**src/rtl/io_chan_pkg.sv**
```systemverilog
// io_chan_pkg: definitions shared by the channel I/O bank.
//   - chan_word_t    : one AGC channel word (bits 1-14 and 16; index 14 = bit 16)
//   - relay field    : select in [14:11], relay bits in [10:0]
//   - rly_state_e    : relay sequencer states
//   - DEF_*_BASE     : default channel base addresses (octal 10 and 30)
package io_chan_pkg;

  localparam int CHAN_WIDTH = 15;
  typedef logic [CHAN_WIDTH-1:0] chan_word_t;

  localparam int SEL_MSB  = 14;
  localparam int SEL_LSB  = 11;
  localparam int BITS_MSB = 10;
  localparam int BITS_LSB = 0;

  // Readback position of the sticky relay overrun flag on channel 0.
  localparam int OVRN_BIT = 12;

  localparam int DEF_OUT_BASE = 8;
  localparam int DEF_IN_BASE  = 24;

  typedef enum logic [1:0] {IDLE, SETUP, HOLD, GAP} rly_state_e;

endpackage

```
**src/rtl/io_channel_bank_if.sv**
```systemverilog
// io_channel_bank_if: channel address/strobe bus between the CPU side and
// the channel bank.
//   CHADR  : channel address
//   WCHG   : write strobe      CCHG : clear strobe      RCHG : read strobe
//   CHWL_  : write data, active low
//   CHOR_  : read data, active low, idle all ones
// master = CPU side (drives strobes), slave = channel bank.
interface io_channel_bank_if #(
  parameter int AW    = 9,
  parameter int WIDTH = 15
);
  logic [AW-1:0]    CHADR;
  logic             WCHG;
  logic             CCHG;
  logic             RCHG;
  logic [WIDTH-1:0] CHWL_;
  logic [WIDTH-1:0] CHOR_;

  modport master (output CHADR, WCHG, CCHG, RCHG, CHWL_, input CHOR_);
  modport slave  (input CHADR, WCHG, CCHG, RCHG, CHWL_, output CHOR_);
endinterface

```
**src/rtl/chan_debounce.sv**
```systemverilog
// chan_debounce: debounces one WIDTH-bit input channel.
//   CLOCK, rst : clock and synchronous active-high reset
//   raw        : raw discretes, sampled every cycle
//   deb        : debounced word
//   chg        : one-cycle pulse, high while deb first shows a new value
// Each bit has its own counter; a bit flips only after DEBOUNCE consecutive
// samples that all differ from the current debounced value.
module chan_debounce #(
  parameter int WIDTH    = 15,
  parameter int DEBOUNCE = 3
) (
  input  logic             CLOCK,
  input  logic             rst,
  input  logic [WIDTH-1:0] raw,
  output logic [WIDTH-1:0] deb,
  output logic             chg
);
  localparam int CW = $clog2(DEBOUNCE + 1);

  logic [WIDTH-1:0] deb_q, deb_d;
  logic [CW-1:0]    cnt_q [WIDTH];
  logic [CW-1:0]    cnt_d [WIDTH];
  logic             chg_q, chg_d;

  always_comb begin
    deb_d = deb_q;
    for (int b = 0; b < WIDTH; b++) begin
      // A sample equal to the current value restarts the count.
      cnt_d[b] = '0;
      if (raw[b] != deb_q[b]) begin
        if (cnt_q[b] == CW'(DEBOUNCE - 1)) deb_d[b] = raw[b];
        else                               cnt_d[b] = cnt_q[b] + CW'(1);
      end
    end
    chg_d = (deb_d != deb_q);
  end

  always_ff @(posedge CLOCK) begin
    if (rst) begin
      deb_q <= '0;
      chg_q <= 1'b0;
      for (int b = 0; b < WIDTH; b++) cnt_q[b] <= '0;
    end else begin
      deb_q <= deb_d;
      chg_q <= chg_d;
      for (int b = 0; b < WIDTH; b++) cnt_q[b] <= cnt_d[b];
    end
  end

  assign deb = deb_q;
  assign chg = chg_q;
endmodule

```
**src/rtl/io_channel_bank.sv**
```systemverilog
// io_channel_bank: N_OUT writable output channels and N_IN debounced input
// channels behind one channel address bus, plus the relay sequencer on
// output channel 0.
//   CLOCK, rst : clock and synchronous active-high reset
//   bus        : channel bus (slave): CHADR, WCHG, CCHG, RCHG, CHWL_, CHOR_
//   IN_DISC    : raw input discretes, channel k = slice k
//   OUT_CH     : output channel registers, channel k = slice k
//   RLYWD/RLYB : relay select / relay bits, driven during SETUP and HOLD
//   RLYSTB     : relay strobe, high for RELAY_HOLD cycles per word
//   RLY_BUSY   : sequencer active or a word pending
//   RLY_OVRN   : sticky, pending relay word was overwritten
//   IN_CHG     : per-input-channel change pulse
// Optional build macro CHAN_READBACK_EN: reads of output addresses return
// the inverted register (channel 0 also shows RLY_OVRN in bit 12);
// otherwise such reads return all ones.
module io_channel_bank
  import io_chan_pkg::*;
#(
  parameter int WIDTH      = 15,
  parameter int AW         = 9,
  parameter int N_OUT      = 2,
  parameter int OUT_BASE   = DEF_OUT_BASE,
  parameter int N_IN       = 4,
  parameter int IN_BASE    = DEF_IN_BASE,
  parameter int DEBOUNCE   = 3,
  parameter int RELAY_HOLD = 4
) (
  input  logic                   CLOCK,
  input  logic                   rst,
  io_channel_bank_if.slave       bus,
  input  logic [N_IN*WIDTH-1:0]  IN_DISC,
  output logic [N_OUT*WIDTH-1:0] OUT_CH,
  output logic [3:0]             RLYWD,
  output logic [10:0]            RLYB,
  output logic                   RLYSTB,
  output logic                   RLY_BUSY,
  output logic                   RLY_OVRN,
  output logic [N_IN-1:0]        IN_CHG
);
  localparam int HW = (RELAY_HOLD > 1) ? $clog2(RELAY_HOLD) : 1;

  logic [WIDTH-1:0] wdata;
  logic [WIDTH-1:0] out_q [N_OUT];
  logic [WIDTH-1:0] out_d [N_OUT];
  logic [N_OUT-1:0] wr_hit, clr_hit;
  logic [WIDTH-1:0] deb [N_IN];

  assign wdata = ~bus.CHWL_;

  // Output registers: a write beats a clear in the same cycle.
  for (genvar gi = 0; gi < N_OUT; gi++) begin : g_out
    assign wr_hit[gi]  = bus.WCHG && (bus.CHADR == AW'(OUT_BASE + gi));
    assign clr_hit[gi] = bus.CCHG && (bus.CHADR == AW'(OUT_BASE + gi));
    assign out_d[gi]   = wr_hit[gi]  ? wdata :
                         clr_hit[gi] ? '0    : out_q[gi];
    assign OUT_CH[gi*WIDTH +: WIDTH] = out_q[gi];
  end

  for (genvar gi = 0; gi < N_IN; gi++) begin : g_in
    chan_debounce #(.WIDTH(WIDTH), .DEBOUNCE(DEBOUNCE)) u_deb (
      .CLOCK (CLOCK),
      .rst   (rst),
      .raw   (IN_DISC[gi*WIDTH +: WIDTH]),
      .deb   (deb[gi]),
      .chg   (IN_CHG[gi])
    );
  end

  // Relay sequencer. A relay select of zero only updates the register.
  rly_state_e state_q, state_d;
  chan_word_t word_q, word_d, pend_q, pend_d;
  logic       pend_vld_q, pend_vld_d;
  logic [HW-1:0] hold_q, hold_d;
  logic       ovrn_q, ovrn_d;
  logic [3:0] rlywd_q, rlywd_d;
  logic [10:0] rlyb_q, rlyb_d;
  logic       stb_q, stb_d, busy_q, busy_d;
  logic       launch;

  assign launch = wr_hit[0] && (wdata[SEL_MSB:SEL_LSB] != '0);

  always_comb begin
    state_d    = state_q;
    word_d     = word_q;
    pend_d     = pend_q;
    pend_vld_d = pend_vld_q;
    hold_d     = hold_q;
    ovrn_d     = clr_hit[0] ? 1'b0 : ovrn_q;
    case (state_q)
      IDLE:  if (launch) begin
               state_d = SETUP;
               word_d  = wdata[SEL_MSB:0];
             end
      SETUP: begin
               state_d = HOLD;
               hold_d  = '0;
             end
      HOLD:  if (hold_q == HW'(RELAY_HOLD - 1)) state_d = GAP;
             else                                hold_d  = hold_q + HW'(1);
      GAP:   if (pend_vld_q) begin
               state_d    = SETUP;
               word_d     = pend_q;
               pend_vld_d = 1'b0;
             end else begin
               state_d = IDLE;
             end
      default: state_d = IDLE;
    endcase
    // Checked after GAP has drained the buffer, so a launch landing in
    // that same cycle refills it without counting as an overrun.
    if (launch && state_q != IDLE) begin
      if (pend_vld_d) ovrn_d = 1'b1;
      pend_d     = wdata[SEL_MSB:0];
      pend_vld_d = 1'b1;
    end
    rlywd_d = '0;
    rlyb_d  = '0;
    if (state_d == SETUP || state_d == HOLD) begin
      rlywd_d = word_d[SEL_MSB:SEL_LSB];
      rlyb_d  = word_d[BITS_MSB:BITS_LSB];
    end
    stb_d  = (state_d == HOLD);
    busy_d = (state_d != IDLE) || pend_vld_d;
  end

  // Read path: one-cycle latency, all ones when nothing is addressed.
  logic [WIDTH-1:0] chor_q, chor_d;

  always_comb begin
    chor_d = '1;
    if (bus.RCHG) begin
      for (int k = 0; k < N_IN; k++)
        if (bus.CHADR == AW'(IN_BASE + k)) chor_d = ~deb[k];
`ifdef CHAN_READBACK_EN
      for (int k = 0; k < N_OUT; k++)
        if (bus.CHADR == AW'(OUT_BASE + k)) chor_d = ~out_q[k];
      if (bus.CHADR == AW'(OUT_BASE))
        chor_d[OVRN_BIT] = ~(out_q[0][OVRN_BIT] | ovrn_q);
`endif
    end
  end

  always_ff @(posedge CLOCK) begin
    if (rst) begin
      for (int i = 0; i < N_OUT; i++) out_q[i] <= '0;
      state_q    <= IDLE;
      word_q     <= '0;
      pend_q     <= '0;
      pend_vld_q <= 1'b0;
      hold_q     <= '0;
      ovrn_q     <= 1'b0;
      rlywd_q    <= '0;
      rlyb_q     <= '0;
      stb_q      <= 1'b0;
      busy_q     <= 1'b0;
      chor_q     <= '1;
    end else begin
      for (int i = 0; i < N_OUT; i++) out_q[i] <= out_d[i];
      state_q    <= state_d;
      word_q     <= word_d;
      pend_q     <= pend_d;
      pend_vld_q <= pend_vld_d;
      hold_q     <= hold_d;
      ovrn_q     <= ovrn_d;
      rlywd_q    <= rlywd_d;
      rlyb_q     <= rlyb_d;
      stb_q      <= stb_d;
      busy_q     <= busy_d;
      chor_q     <= chor_d;
    end
  end

  assign bus.CHOR_ = chor_q;
  assign RLYWD     = rlywd_q;
  assign RLYB      = rlyb_q;
  assign RLYSTB    = stb_q;
  assign RLY_BUSY  = busy_q;
  assign RLY_OVRN  = ovrn_q;
endmodule
```
**src/flat_wrapper.sv**
```systemverilog
// flat-port wrapper written by rule: the top's interface ports become plain ports
module io_channel_bank_flat import io_chan_pkg::*;
#(
  parameter int WIDTH      = 15,
  parameter int AW         = 9,
  parameter int N_OUT      = 2,
  parameter int OUT_BASE   = DEF_OUT_BASE,
  parameter int N_IN       = 4,
  parameter int IN_BASE    = DEF_IN_BASE,
  parameter int DEBOUNCE   = 3,
  parameter int RELAY_HOLD = 4
)
  (CLOCK, rst, IN_DISC, OUT_CH, RLYWD, RLYB, RLYSTB, RLY_BUSY, RLY_OVRN, IN_CHG, bus_CHADR, bus_WCHG, bus_CCHG, bus_RCHG, bus_CHWL_, bus_CHOR_);
  io_channel_bank_if #(.AW(AW), .WIDTH(WIDTH)) bus_i ();
  input  logic CLOCK;
  input  logic rst;
  input  logic [N_IN*WIDTH-1:0] IN_DISC;
  output logic [N_OUT*WIDTH-1:0] OUT_CH;
  output logic [3:0] RLYWD;
  output logic [10:0] RLYB;
  output logic RLYSTB;
  output logic RLY_BUSY;
  output logic RLY_OVRN;
  output logic [N_IN-1:0] IN_CHG;
  input wire logic [$bits(bus_i.CHADR)-1:0] bus_CHADR;
  input wire logic [$bits(bus_i.WCHG)-1:0] bus_WCHG;
  input wire logic [$bits(bus_i.CCHG)-1:0] bus_CCHG;
  input wire logic [$bits(bus_i.RCHG)-1:0] bus_RCHG;
  input wire logic [$bits(bus_i.CHWL_)-1:0] bus_CHWL_;
  output wire logic [$bits(bus_i.CHOR_)-1:0] bus_CHOR_;
  assign bus_i.CHADR = bus_CHADR;
  assign bus_i.WCHG = bus_WCHG;
  assign bus_i.CCHG = bus_CCHG;
  assign bus_i.RCHG = bus_RCHG;
  assign bus_i.CHWL_ = bus_CHWL_;
  assign bus_CHOR_ = bus_i.CHOR_;
  io_channel_bank #(.WIDTH(WIDTH), .AW(AW), .N_OUT(N_OUT), .OUT_BASE(OUT_BASE), .N_IN(N_IN), .IN_BASE(IN_BASE), .DEBOUNCE(DEBOUNCE), .RELAY_HOLD(RELAY_HOLD)) u_core (.CLOCK(CLOCK), .rst(rst), .bus(bus_i), .IN_DISC(IN_DISC), .OUT_CH(OUT_CH), .RLYWD(RLYWD), .RLYB(RLYB), .RLYSTB(RLYSTB), .RLY_BUSY(RLY_BUSY), .RLY_OVRN(RLY_OVRN), .IN_CHG(IN_CHG));
endmodule
```
**config.mk**
```make
export PLATFORM = sky130hd
export DESIGN_NAME = io_channel_bank_flat
export DESIGN_NICKNAME = d
export VERILOG_FILES = /design/src/rtl/io_chan_pkg.sv /design/src/rtl/io_channel_bank_if.sv /design/src/rtl/chan_debounce.sv /design/src/rtl/io_channel_bank.sv /design/src/flat_wrapper.sv
export SDC_FILE = /design/constraint.sdc
export NUM_CORES = 1
export LEC_CHECK = 0
export CAP_MARGIN = 20
export CELL_PAD_IN_SITES_DETAIL_PLACEMENT = 1
export CELL_PAD_IN_SITES_GLOBAL_PLACEMENT = 2
export CORE_ASPECT_RATIO = 0.7
export CORE_MARGIN = 3
export CORE_UTILIZATION = 37
export DETAILED_ROUTE_END_ITERATION = 8
export GPL_ROUTABILITY_DRIVEN = 0
export PLACE_DENSITY = 0.84
export SYNTH_ARGS = -nofsm -noshare
export SYNTH_HDL_FRONTEND = slang
export SYNTH_HIERARCHICAL = 1
export SYNTH_SLANG_ARGS = --single-unit
```
**constraint.sdc**
```tcl
create_clock -name CLOCK -period 6.4 [get_ports CLOCK]
set_clock_uncertainty 0.15 [all_clocks]
set_input_delay 1.28 -clock CLOCK [delete_from_list [all_inputs] [get_ports CLOCK]]
set_output_delay 1.28 -clock CLOCK [all_outputs]
set_load 0.02 [all_outputs]
```
==> reports/metrics.yaml <==
status: "finished, final reports clean"
maxSlewViolCount: 0
synth_ff_type: "dfxtp_1"
cts_resized: 0
dp_hpwl_mm: 23.72
drive_gt1_share_pct: 5.921
fin_nets: 1507
crit_family: "simple AND/OR/NAND/NOR gates"
fillers: 3389
end_kind: "flip-flop"
p_total_w: 0.004155
synthAdderAreaFrac_pct: 7.346
path_class: "input port to flip-flop"
cp_cell_sequence: "clkdlybuf4s50_1 > buf_4 > or4b_2 > nor4_1 > o21ai_0 > ha_1 > buf_4 > or2_2 > a21oi_1 > a221o_1"
yosys-top-cells-count: "dfxtp_1, nor2_1, inv_1"
seq_area_frac_synth_pct: 49.47
worst_pin_slew_ps: 1004
grt_pass1_wl_mm: 49.63
coreArea_um2: 30170
power_leakage_nw: 5.368
grt_setup_unrepaired: "false"
tritoncts: "yes"
critPathLaunchType: "input port"
intPower_w: 0.002999
synth_edf_count: 0
switching_share_pct: 27.82
fin_setup_tns_ps: 0
yosysWarnings: 6
synthArstFlopShare_pct: 0
ioPinCount: 156
instances_no_fill: 1781
htreeDepth: 1
fp.dieH_um: 152.9
syn_area_um2: 11410
synth_top_area_cell: "dfxtp_1"
vias: 8738
p_clk_share_pct: 38.7
irDropWorstVdd_uv: 178.5
ys_top_cells_by_area: "dfxtp_1, nor2_1, ha_1"
cp.arrival_ps: 4730
critPathLaunch: "bus_CHADR[1]"
synth-compound-area-share_pct: 9.747
combPwrFrac_pct: 16.3
drtPass1Iterations: 5
initial_utilization_pct: 37.82
postCtsSetupRepairBufs: 0
seq_area_um2: 5645
dieArea_um2: 33020
finalSetupViolations: 0
grt_pass1_vias: 8857
track_usage_pct: 18.90
ant_nets: 0
row_count: 53
final_area_um2: 14250
root_buffer: "clkbuf_16"
holdBufCountCts: 0
synth.top_cell.area_share_pct: 49.47
synthSimpleGateAreaFrac_pct: 15.44
min-delay-start: "u_core/g_in[0].u_deb/cnt_q[0][12]"
required_ps: 6700
power.switching_w: 0.001156
wl_per_cell_um: 17.77
cp_common_cell: "buf_4"
antenna_found_initial: 4
max_freq_mhz: 225.7
gr-total-overflow: 0
syn-num-nets: 1352
synth_top_family_by_area: "simple AND/OR/NAND/NOR gates"
cts_buffers: 29
syn_avg_cell_area_um2: 9.542
drv_cap: 0
grt_max_degree: 100
drc: 0
first_iter_violations: 393
dpl_cell_area_um2: 13360
areaGrowthSynthToFinish_pct: 24.89
critical-path-max-stage-delay_ps: 710
final_core_util_pct: 47.24
synth-seq-cells: 282
synthMuxAreaShare_pct: 8.201
worstPathMaxFanout: 22
r2r-start: "u_core/state_q[0]"
max_slew_margin_pct: 33.04
ys_types: 55
syn-instance-count: 1196
synth.most_common_cell: "dfxtp_1"
min_period_over_period_pct: 69.23
io_buffer_count: 155
viasPerCell: 4.906
path_buf_inv: 3
power_frac_seq_pct: 45.1
multiInputGateArea_um2: 5174
dpl.cell_count: 1732
cts.clk_slew.worst_paths_ps: 60
clock-sinks: 282
synth_xor_area_share_pct: 4.605
min_path_type: "flip-flop to flip-flop"
min_period_ps: 4431
finalHoldViolations: 0
cts_buffer_depth: 3
die_w_um: 215.9
routed_wl_mm: 31.66
power.density_nw_per_um2: 291.5
worst_skew_pair.late_latency_ps: 560
cp_slowest_cell: "or4b_2"
==> layout make-up <==
cell class              instances  area share (%)
diodes                          1         0.01756
clock buffers                  43           6.022
clock inverters                 5          0.2195
inverters                     107           2.818
multi-input cells             766           36.30
flip-flops and latches        282           39.61
well taps                     412           3.617
repair buffers                165           11.39
==> sequential cells by signal, summed over array words and instances, names as in the netlist, 11 cells and up <==
signal and count:
u_core/pend_q 15, u_core/g_in.u_deb/deb 60, u_core/RLYB 11, u_core/word_q 15, u_core/out_q 30, u_core/bus.CHOR_ 15, u_core/g_in.u_deb/cnt_q 120
==> worst paths after layout <==
kind,endpoint,slack (ps),cells after the start
hold / removal,u_core/g_in[0].u_deb/cnt_q[0][12],260,1
setup reg to reg,u_core/RLYWD[1],3370,7
hold reg to reg,u_core/g_in[0].u_deb/cnt_q[0][12],260,1
setup / recovery,u_core/RLYWD[1],1970,10
==> layout by cell type (no fill, tap or decap), types with 2 or more instances in the layout <==
master             n
a211oi_1          17
clkinv_2           4
a211oi_2           4
nor3_1             2
o22ai_1           24
xnor2_1           39
or4b_2             2
a22o_1             3
clkdlybuf4s50_1  154
nand3_1            2
clkbuf_16         29
nor4_2             2
nor2_1           226
a21oi_1           25
o21ai_0           48
ha_1              67
mux2i_1           62
mux4_2            14
or2_2              2
nor2b_1           14
a221o_1            6
nor4_1             5
and2b_1            3
nand2b_1           8
or3_1             39
xor2_1            21
clkbuf_1           6
buf_4             11
a41oi_1            4
a31oi_1            3
a22oi_1           24
clkbuf_8           8
inv_1            107
a21o_1             2
nand4_1            2
nand2_1           77
dfxtp_1          282
==> power by group through the flow <==
stage               clock (W)  sequential [W]  combinational, W
global placement            0         0.00191          0.000650
finish                0.00161         0.00187          0.000677
detailed placement          0         0.00191          0.000667
floorplan                   0         0.00191          0.000406
CTS                   0.00166         0.00187          0.000672
global route          0.00174         0.00188          0.000744
==> per-stage QoR <==
stage	setup slack, ps	hold slack (ps)
after detailed placement	1463	253.8
final	1969	257.0
after CTS	2027	262.3
after global placement	1542	248.8
after global routing	1885	275.4
after floorplan	2670	241.1
==> cells by family after synthesis <==
logic type / after synthesis
AO/OA/AOI/OAI: 169
XOR/XNOR: 60
adder cells (fa/ha/maj): 67
buffers and inverters: 148
flip-flops: 282
multiplexers: 76
AND/OR/NAND/NOR: 394
==> routing by layer <==
layer | track usage (%) | part of all wire (%) | vias to the layer above
met2 | 29.12 | 44 | 134
met4 | 4.186 | 1.8 | 4
met1 | 27.73 | 50 | 4218
met3 | 3.359 | 4.1 | 43
li1 | - | - | 4339
met5 | 0 | 0.076 | -
No activity file was read; power rests on OpenSTA's default activity.
